[config.mk]
export PLATFORM = sky130hd
export DESIGN_NAME = register_read_stage
export DESIGN_NICKNAME = d
export VERILOG_FILES = /design/src/rtl/r_format_pkg.sv /design/src/rtl/regfile_2r1w.sv /design/src/rtl/register_read_stage.sv
export SDC_FILE = /design/constraint.sdc
export NUM_CORES = 2
export LEC_CHECK = 0
export CAP_MARGIN = 30
export CORE_MARGIN = 3
export CORE_UTILIZATION = 58
export CTS_BUF_LIST = sky130_fd_sc_hd__clkbuf_2
export DETAILED_ROUTE_END_ITERATION = 8
export PLACE_DENSITY = 0.79
export SLEW_MARGIN = 40
export SYNTH_ARGS = -nofsm -noshare
export SYNTH_HDL_FRONTEND = slang
export SYNTH_SLANG_ARGS = --single-unit
[constraint.sdc]
create_clock -name clk -period 1.4 [get_ports clk]
set_input_delay 0.28 -clock clk [delete_from_list [all_inputs] [get_ports clk]]
set_output_delay 0.28 -clock clk [all_outputs]
set_load 0.01 [all_outputs]
[src/rtl/r_format_pkg.sv]
// -----------------------------------------------------------------------------
// r_format_pkg
// Shared constants for the R-format register read stage: instruction field
// bit positions, funct codes, ALU opcodes, the register address width and a
// decode helper that maps (op, funct) to an ALU opcode plus an illegal flag.
// -----------------------------------------------------------------------------
package r_format_pkg;

  // Register address width (log2 of the 32-entry register file).
  localparam int unsigned ADDR_W  = 5;
  localparam int unsigned INSTR_W = 32;

  // Instruction field bit positions.
  localparam int unsigned OP_MSB    = 31;
  localparam int unsigned OP_LSB    = 26;
  localparam int unsigned RS_MSB    = 25;
  localparam int unsigned RS_LSB    = 21;
  localparam int unsigned RT_MSB    = 20;
  localparam int unsigned RT_LSB    = 16;
  localparam int unsigned RD_MSB    = 15;
  localparam int unsigned RD_LSB    = 11;
  localparam int unsigned SHAMT_MSB = 10;
  localparam int unsigned SHAMT_LSB = 6;
  localparam int unsigned FUNCT_MSB = 5;
  localparam int unsigned FUNCT_LSB = 0;

  // Supported funct codes (op must be zero).
  localparam logic [5:0] FUNCT_ADD = 6'h20;
  localparam logic [5:0] FUNCT_SUB = 6'h22;
  localparam logic [5:0] FUNCT_AND = 6'h24;
  localparam logic [5:0] FUNCT_OR  = 6'h25;
  localparam logic [5:0] FUNCT_SLT = 6'h2A;

  localparam logic [5:0] OP_RTYPE  = 6'h00;

  // ALU opcodes presented downstream.
  localparam logic [2:0] ALU_AND = 3'b000;
  localparam logic [2:0] ALU_OR  = 3'b001;
  localparam logic [2:0] ALU_ADD = 3'b010;
  localparam logic [2:0] ALU_SUB = 3'b110;
  localparam logic [2:0] ALU_SLT = 3'b111;

  typedef struct packed {
    logic [2:0] alu_op;
    logic       illegal;
  } decode_t;

  // Unsupported encodings still produce a bundle; they fall back to ADD and
  // raise the illegal flag so the write-back stage can drop the result.
  function automatic decode_t decode_r(input logic [5:0] op, input logic [5:0] funct);
    decode_t res;
    res.alu_op  = ALU_ADD;
    res.illegal = 1'b1;
    if (op == OP_RTYPE) begin
      case (funct)
        FUNCT_ADD: begin res.alu_op = ALU_ADD; res.illegal = 1'b0; end
        FUNCT_SUB: begin res.alu_op = ALU_SUB; res.illegal = 1'b0; end
        FUNCT_AND: begin res.alu_op = ALU_AND; res.illegal = 1'b0; end
        FUNCT_OR:  begin res.alu_op = ALU_OR;  res.illegal = 1'b0; end
        FUNCT_SLT: begin res.alu_op = ALU_SLT; res.illegal = 1'b0; end
        default:   begin res.alu_op = ALU_ADD; res.illegal = 1'b1; end
      endcase
    end else begin
      res.alu_op  = ALU_ADD;
      res.illegal = 1'b1;
    end
    return res;
  endfunction

endpackage

[src/rtl/regfile_2r1w.sv]
// -----------------------------------------------------------------------------
// regfile_2r1w
// NREGS x DATA_W register file with two asynchronous read ports and one
// synchronous write port. Register 0 reads as zero and ignores writes.
//
// Configuration macro: REGFILE_BYPASS_EN
//   defined   - a read whose address matches an in-flight write (same cycle,
//               non-zero address) returns the write data.
//   undefined - such a read returns the value stored before the write.
//
// Ports:
//   clk        - clock, write on rising edge
//   rst_n      - asynchronous active-low reset, clears all storage
//   we_i       - write enable
//   waddr_i    - write address
//   wdata_i    - write data
//   raddr_a_i  - read port A address   rdata_a_o - read port A data
//   raddr_b_i  - read port B address   rdata_b_o - read port B data
// -----------------------------------------------------------------------------
module regfile_2r1w
  import r_format_pkg::*;
#(
  parameter int unsigned DATA_W = 32,
  parameter int unsigned NREGS  = 32
) (
  input  logic              clk,
  input  logic              rst_n,
  input  logic              we_i,
  input  logic [ADDR_W-1:0] waddr_i,
  input  logic [DATA_W-1:0] wdata_i,
  input  logic [ADDR_W-1:0] raddr_a_i,
  input  logic [ADDR_W-1:0] raddr_b_i,
  output logic [DATA_W-1:0] rdata_a_o,
  output logic [DATA_W-1:0] rdata_b_o
);

  logic [DATA_W-1:0] mem_q [NREGS];
  logic [DATA_W-1:0] rdata_a_s;
  logic [DATA_W-1:0] rdata_b_s;

  // Storage write port; address 0 is never written so it stays at its reset zero.
  always_ff @(posedge clk or negedge rst_n) begin
    if (!rst_n) begin
      for (int i = 0; i < int'(NREGS); i++) begin
        mem_q[i] <= '0;
      end
    end else if (we_i && (waddr_i != '0)) begin
      mem_q[waddr_i] <= wdata_i;
    end
  end

  // Read port A with zero-register forcing and optional write bypass.
  always_comb begin
    rdata_a_s = '0;
    if (raddr_a_i == '0) begin
      rdata_a_s = '0;
`ifdef REGFILE_BYPASS_EN
    end else if (we_i && (waddr_i == raddr_a_i)) begin
      rdata_a_s = wdata_i;
`endif
    end else begin
      rdata_a_s = mem_q[raddr_a_i];
    end
  end

  // Read port B with zero-register forcing and optional write bypass.
  always_comb begin
    rdata_b_s = '0;
    if (raddr_b_i == '0) begin
      rdata_b_s = '0;
`ifdef REGFILE_BYPASS_EN
    end else if (we_i && (waddr_i == raddr_b_i)) begin
      rdata_b_s = wdata_i;
`endif
    end else begin
      rdata_b_s = mem_q[raddr_b_i];
    end
  end

  assign rdata_a_o = rdata_a_s;
  assign rdata_b_o = rdata_b_s;

endmodule

[src/rtl/register_read_stage.sv]
// -----------------------------------------------------------------------------
// register_read_stage
// Decode and operand fetch for R-format instructions. An accepted instruction
// is split into fields, its rs/rt operands are read from the internal register
// file, and the bundle is presented from a single output register one cycle
// later. The register file's write port is driven by the write-back stage.
//
// Configuration macro: REGFILE_BYPASS_EN (see regfile_2r1w) selects whether a
// same-cycle write-back is forwarded into the operands being fetched.
//
// Ports:
//   clk, reset_input (async active-low)
//   in_valid / in_ready / instr           - instruction handshake
//   out_valid / out_ready                 - output bundle handshake
//   ALU_operation, illegal                - decode result
//   rs_address, rt_address, out_address   - rs, rt, rd fields
//   rs_data, rt_data                      - operand values sampled at accept
//   wb_enable, wb_address, wb_data        - register file write port
// -----------------------------------------------------------------------------
module register_read_stage
  import r_format_pkg::*;
#(
  parameter int unsigned DATA_W = 32,
  parameter int unsigned NREGS  = 32
) (
  input  logic               clk,
  input  logic               reset_input,
  input  logic               in_valid,
  output logic               in_ready,
  input  logic [INSTR_W-1:0] instr,
  output logic               out_valid,
  input  logic               out_ready,
  output logic [2:0]         ALU_operation,
  output logic [ADDR_W-1:0]  rs_address,
  output logic [ADDR_W-1:0]  rt_address,
  output logic [ADDR_W-1:0]  out_address,
  output logic [DATA_W-1:0]  rs_data,
  output logic [DATA_W-1:0]  rt_data,
  output logic               illegal,
  input  logic               wb_enable,
  input  logic [ADDR_W-1:0]  wb_address,
  input  logic [DATA_W-1:0]  wb_data
);

  // Field extraction.
  logic [5:0]        op_s;
  logic [5:0]        funct_s;
  logic [ADDR_W-1:0] rs_s;
  logic [ADDR_W-1:0] rt_s;
  logic [ADDR_W-1:0] rd_s;
  logic [4:0]        unused_shamt_s;

  assign op_s           = instr[OP_MSB:OP_LSB];
  assign rs_s           = instr[RS_MSB:RS_LSB];
  assign rt_s           = instr[RT_MSB:RT_LSB];
  assign rd_s           = instr[RD_MSB:RD_LSB];
  assign unused_shamt_s = instr[SHAMT_MSB:SHAMT_LSB];
  assign funct_s        = instr[FUNCT_MSB:FUNCT_LSB];

  logic [DATA_W-1:0] rs_rdata_s;
  logic [DATA_W-1:0] rt_rdata_s;
  decode_t           dec_s;
  logic              accept_s;

  // Output register state and its next-state values.
  logic              out_valid_q, out_valid_d;
  logic [2:0]        alu_op_q,    alu_op_d;
  logic              illegal_q,   illegal_d;
  logic [ADDR_W-1:0] rs_addr_q,   rs_addr_d;
  logic [ADDR_W-1:0] rt_addr_q,   rt_addr_d;
  logic [ADDR_W-1:0] rd_addr_q,   rd_addr_d;
  logic [DATA_W-1:0] rs_data_q,   rs_data_d;
  logic [DATA_W-1:0] rt_data_q,   rt_data_d;

  regfile_2r1w #(
    .DATA_W (DATA_W),
    .NREGS  (NREGS)
  ) u_regfile (
    .clk       (clk),
    .rst_n     (reset_input),
    .we_i      (wb_enable),
    .waddr_i   (wb_address),
    .wdata_i   (wb_data),
    .raddr_a_i (rs_s),
    .raddr_b_i (rt_s),
    .rdata_a_o (rs_rdata_s),
    .rdata_b_o (rt_rdata_s)
  );

  assign dec_s = decode_r(op_s, funct_s);

  // Single output register: room exists when empty or being drained this cycle.
  assign in_ready = !out_valid_q || out_ready;
  assign accept_s = in_valid && in_ready;

  // Next-state for the output bundle: capture on accept, clear valid on a bare pop.
  always_comb begin
    out_valid_d = out_valid_q;
    alu_op_d    = alu_op_q;
    illegal_d   = illegal_q;
    rs_addr_d   = rs_addr_q;
    rt_addr_d   = rt_addr_q;
    rd_addr_d   = rd_addr_q;
    rs_data_d   = rs_data_q;
    rt_data_d   = rt_data_q;
    if (accept_s) begin
      out_valid_d = 1'b1;
      alu_op_d    = dec_s.alu_op;
      illegal_d   = dec_s.illegal;
      rs_addr_d   = rs_s;
      rt_addr_d   = rt_s;
      rd_addr_d   = rd_s;
      rs_data_d   = rs_rdata_s;
      rt_data_d   = rt_rdata_s;
    end else if (out_valid_q && out_ready) begin
      out_valid_d = 1'b0;
    end else begin
      out_valid_d = out_valid_q;
    end
  end

  // Output bundle register.
  always_ff @(posedge clk or negedge reset_input) begin
    if (!reset_input) begin
      out_valid_q <= 1'b0;
      alu_op_q    <= 3'b000;
      illegal_q   <= 1'b0;
      rs_addr_q   <= '0;
      rt_addr_q   <= '0;
      rd_addr_q   <= '0;
      rs_data_q   <= '0;
      rt_data_q   <= '0;
    end else begin
      out_valid_q <= out_valid_d;
      alu_op_q    <= alu_op_d;
      illegal_q   <= illegal_d;
      rs_addr_q   <= rs_addr_d;
      rt_addr_q   <= rt_addr_d;
      rd_addr_q   <= rd_addr_d;
      rs_data_q   <= rs_data_d;
      rt_data_q   <= rt_data_d;
    end
  end

  assign out_valid     = out_valid_q;
  assign ALU_operation = alu_op_q;
  assign illegal       = illegal_q;
  assign rs_address    = rs_addr_q;
  assign rt_address    = rt_addr_q;
  assign out_address   = rd_addr_q;
  assign rs_data       = rs_data_q;
  assign rt_data       = rt_data_q;

endmodule

==> summary.txt <==
vias in the first global route: 44101
CP endpoint kind: output port
Final period util: 183%
Leak: 32.7 nW
# nets final: 4799
Synth Instances: 3960
H-tree depth: 5
Max stage delay on crit path: 0.47 ns
Vias: 41826
Clk pin slew, worst setup/hold paths: 0.12 ns
DIE AREA: 104000 um^2
final hold vios: 0
Final Non-Filler Cells: 6190
Critical Path AT: 2.28 ns
Overall Global Routing Usage: 35.4%
critical path launch point type: flop
Pre-antenna DRT Iters: 5
Post-DP Area: 66900 um^2
Post-DP HPWL: 119000 um
CP top delay family: flip-flops
post-route ant nets: 0
Crit Path Max Fanout: 2
syn nets: 4034
share of post-route cells with drive strength above 1: 62.7%
global-route wire length before repair: 274000 um
Max Transition Viols Final: 0
site row count: 115
Core Box Area: 99000 um^2
Seq cells post-synth: 1108
most common cell after layout, fill and taps aside: mux2_2
total grt overflow: 0
I/O pin count: 159
worst-path cell chain: buf_2
library cells used by synthesis: 52
met1 usage: 46.0%
Clock Skews: 0.153 ns
post-layout power: 87.5 mW
CP Buf/Inv Count: 1
VDD IR max: 707 uV
fmax: 0.391 GHz
via/cell ratio: 6.76
Rel. slew slack: 31.9%
Hold WC Path Type: input pin to flop
Yosys warnings: 0
Synth Flop Type: dfrtp_1
routability cong.: 0.889
Die X: 323 um
Least-Margin Pin Slew: 1.02 ns
routed wire length: 186000 um
register area share after synthesis: 47.5%
Crit Path Class: flop to output port
die height: 323 um
commonest cells after routing, fill and taps aside: 1147 x mux2_2, 1095 x dfrtp_1, 426 x clkbuf_2
initial core utilization: 58.9%
pre-CTS WS: -1.22 ns
M2 GR Usage: 54.6%
fraction of registers with async set/reset: 100%
Worst EP required: 1.12 ns
PwrDens: 1220 nW/um^2
Final setup viols: 882
routed len/inst: 30.0 um
area delta synth->final: 23.4%
Max Root-Sink Buffers: 4
footprint of the multi-input gates: 30000 um^2
Post-synth EDFFs: 0
Post-route DRC: 0
area share of the largest cell type after synthesis: 47.5%
RSZ-0062 raised after global routing: true
CTS tree: yes
largest net degree at the start of global routing: 76
met3 usage: 8.28%
Reg area: 27700 um^2
top cells by area, synth: dfrtp_1 48%, mux2_2 26%, mux4_2 12%
filler instances: 6065
CTS sink cnt: 1108
max-cap viol count: 0
root buffer cell: clkbuf_2
port buffer count: 153
PnR worst setup slack: -1.16 ns
failing checks: negative setup slack
busiest layer in global routing: met2
total CTS buffers: 306
status: finished with violations
synthesized cell area: 58300 um^2
Yosys top cell by area: dfrtp_1
DR iter-0 viols: 3773
initial antenna violation count: 3
slowest stage cell, crit path: dfrtp_1
clk_lat worst skew: 1.63 ns
Tmin final: 2.56 ns
fin area: 72000 um^2
Cells after DPL: 5518
syn avg cell area: 14.7 um^2
## through the flow
step                      utilization, %  setup TNS (ns)  hold slack (ns)
after detailed placement            67.6         -915.18            0.294
after floorplan                        -         -175.97          -0.0156
after global placement              67.6         -884.38            0.295
final                               72.7         -170.33           0.0529
after CTS                           72.0         -136.20           -0.196
after global routing                72.7         -151.87           0.0185
## sequential cells by signal, indices dropped and copies added, names as in the netlist
signal           cells
u_regfile.mem_q   1024
rs_data             32
rt_data             32
out_address          5
rs_address           5
rt_address           5
ALU_operation        3
illegal              1
out_valid            1
## cells in the mapped netlist, types with 3 or more instances
master	n
nor2_1	80
a2111oi_2	33
mux4_1	3
mux4_2	320
nor3b_1	6
or3_1	5
buf_2	153
mux2_2	1332
a211oi_1	63
a22o_1	60
nor3_1	5
dfrtp_1	1108
mux2i_1	136
nand4bb_1	4
mux2_1	34
o31ai_1	5
clkbuf_1	189
nand2_1	34
a2111oi_0	29
buf_4	65
buf_6	25
clkbuf_4	3
buf_12	5
buf_8	7
nand4_1	3
nor2b_1	14
o22ai_1	184
nand2b_1	8
nand4b_1	7
nand3_1	4
nor4_1	3
## final timing paths
path	startpoint	endpoint	slack (ns)	cells past startpoint
max in group asynchronous	reset_input	u_regfile.mem_q[744]$_DFFE_PN0P_	0.34	5
worst min-delay path	out_ready	out_valid$_DFFE_PN0P_	0.05	8
min in group asynchronous	reset_input	u_regfile.mem_q[227]$_DFFE_PN0P_	0.32	4
worst max-delay path	rs_data[12]$_DFFE_PN0P_	rs_data[12]	-1.16	1
worst min register to register	u_regfile.mem_q[1010]$_DFFE_PN0P_	u_regfile.mem_q[1010]$_DFFE_PN0P_	0.40	0
worst max register to register	out_valid$_DFFE_PN0P_	rt_data[30]$_DFFE_PN0P_	-0.47	9
## metal layers
layer | routed length, um | part of all wire [%]
met1 | 70100 | 38
met2 | 86900 | 47
met3 | 17300 | 9.3
met4 | 11400 | 6.1
met5 | 0 | 0
## power breakdown
group / leakage [nW] / internal (mW) / switching [mW]
Combinational: 16.6 / 14.3 / 8.70
Clock: 1.90 / 8.20 / 13.6
Sequential: 14.2 / 38.0 / 4.77
Total: 32.7 / 60.5 / 27.1
## cells by family (layout without fill, tap and decap cells)
| kind of cell | count (synthesis) | count (layout) | synth area share, % |
|---|---|---|---|
| AO/OA/AOI/OAI | 393 | 393 | 5.34 |
| buffers and inverters | 448 | 1386 | 4.25 |
| other | 0 | 5 | 0 |
| AND/OR/NAND/NOR | 185 | 185 | 1.61 |
| multiplexers | 1826 | 1826 | 41.2 |
| flip-flops | 1108 | 1108 | 47.5 |
## what timing repair did
action / 4_1_cts / 5_1_grt
hold endpoints to repair: 2184 / 407
pin swaps: 32 / 46
hold buffers: 88 / 9
endpoints found under the setup margin: 154 / 722
resized for setup: 513 / 105
setup buffers: 65 / 30
gates cloned: 7 / 3
## final cells by class
cell class	count	area share (%)
clock inverter	55	0.337
tap	1287	2.24
multi-input combinational	2404	41.8
clock buffer	426	2.96
sequential	1108	38.6
antenna	5	0.0174
timing repair buffer	905	14.1
Power figures use the tool's default switching activity.
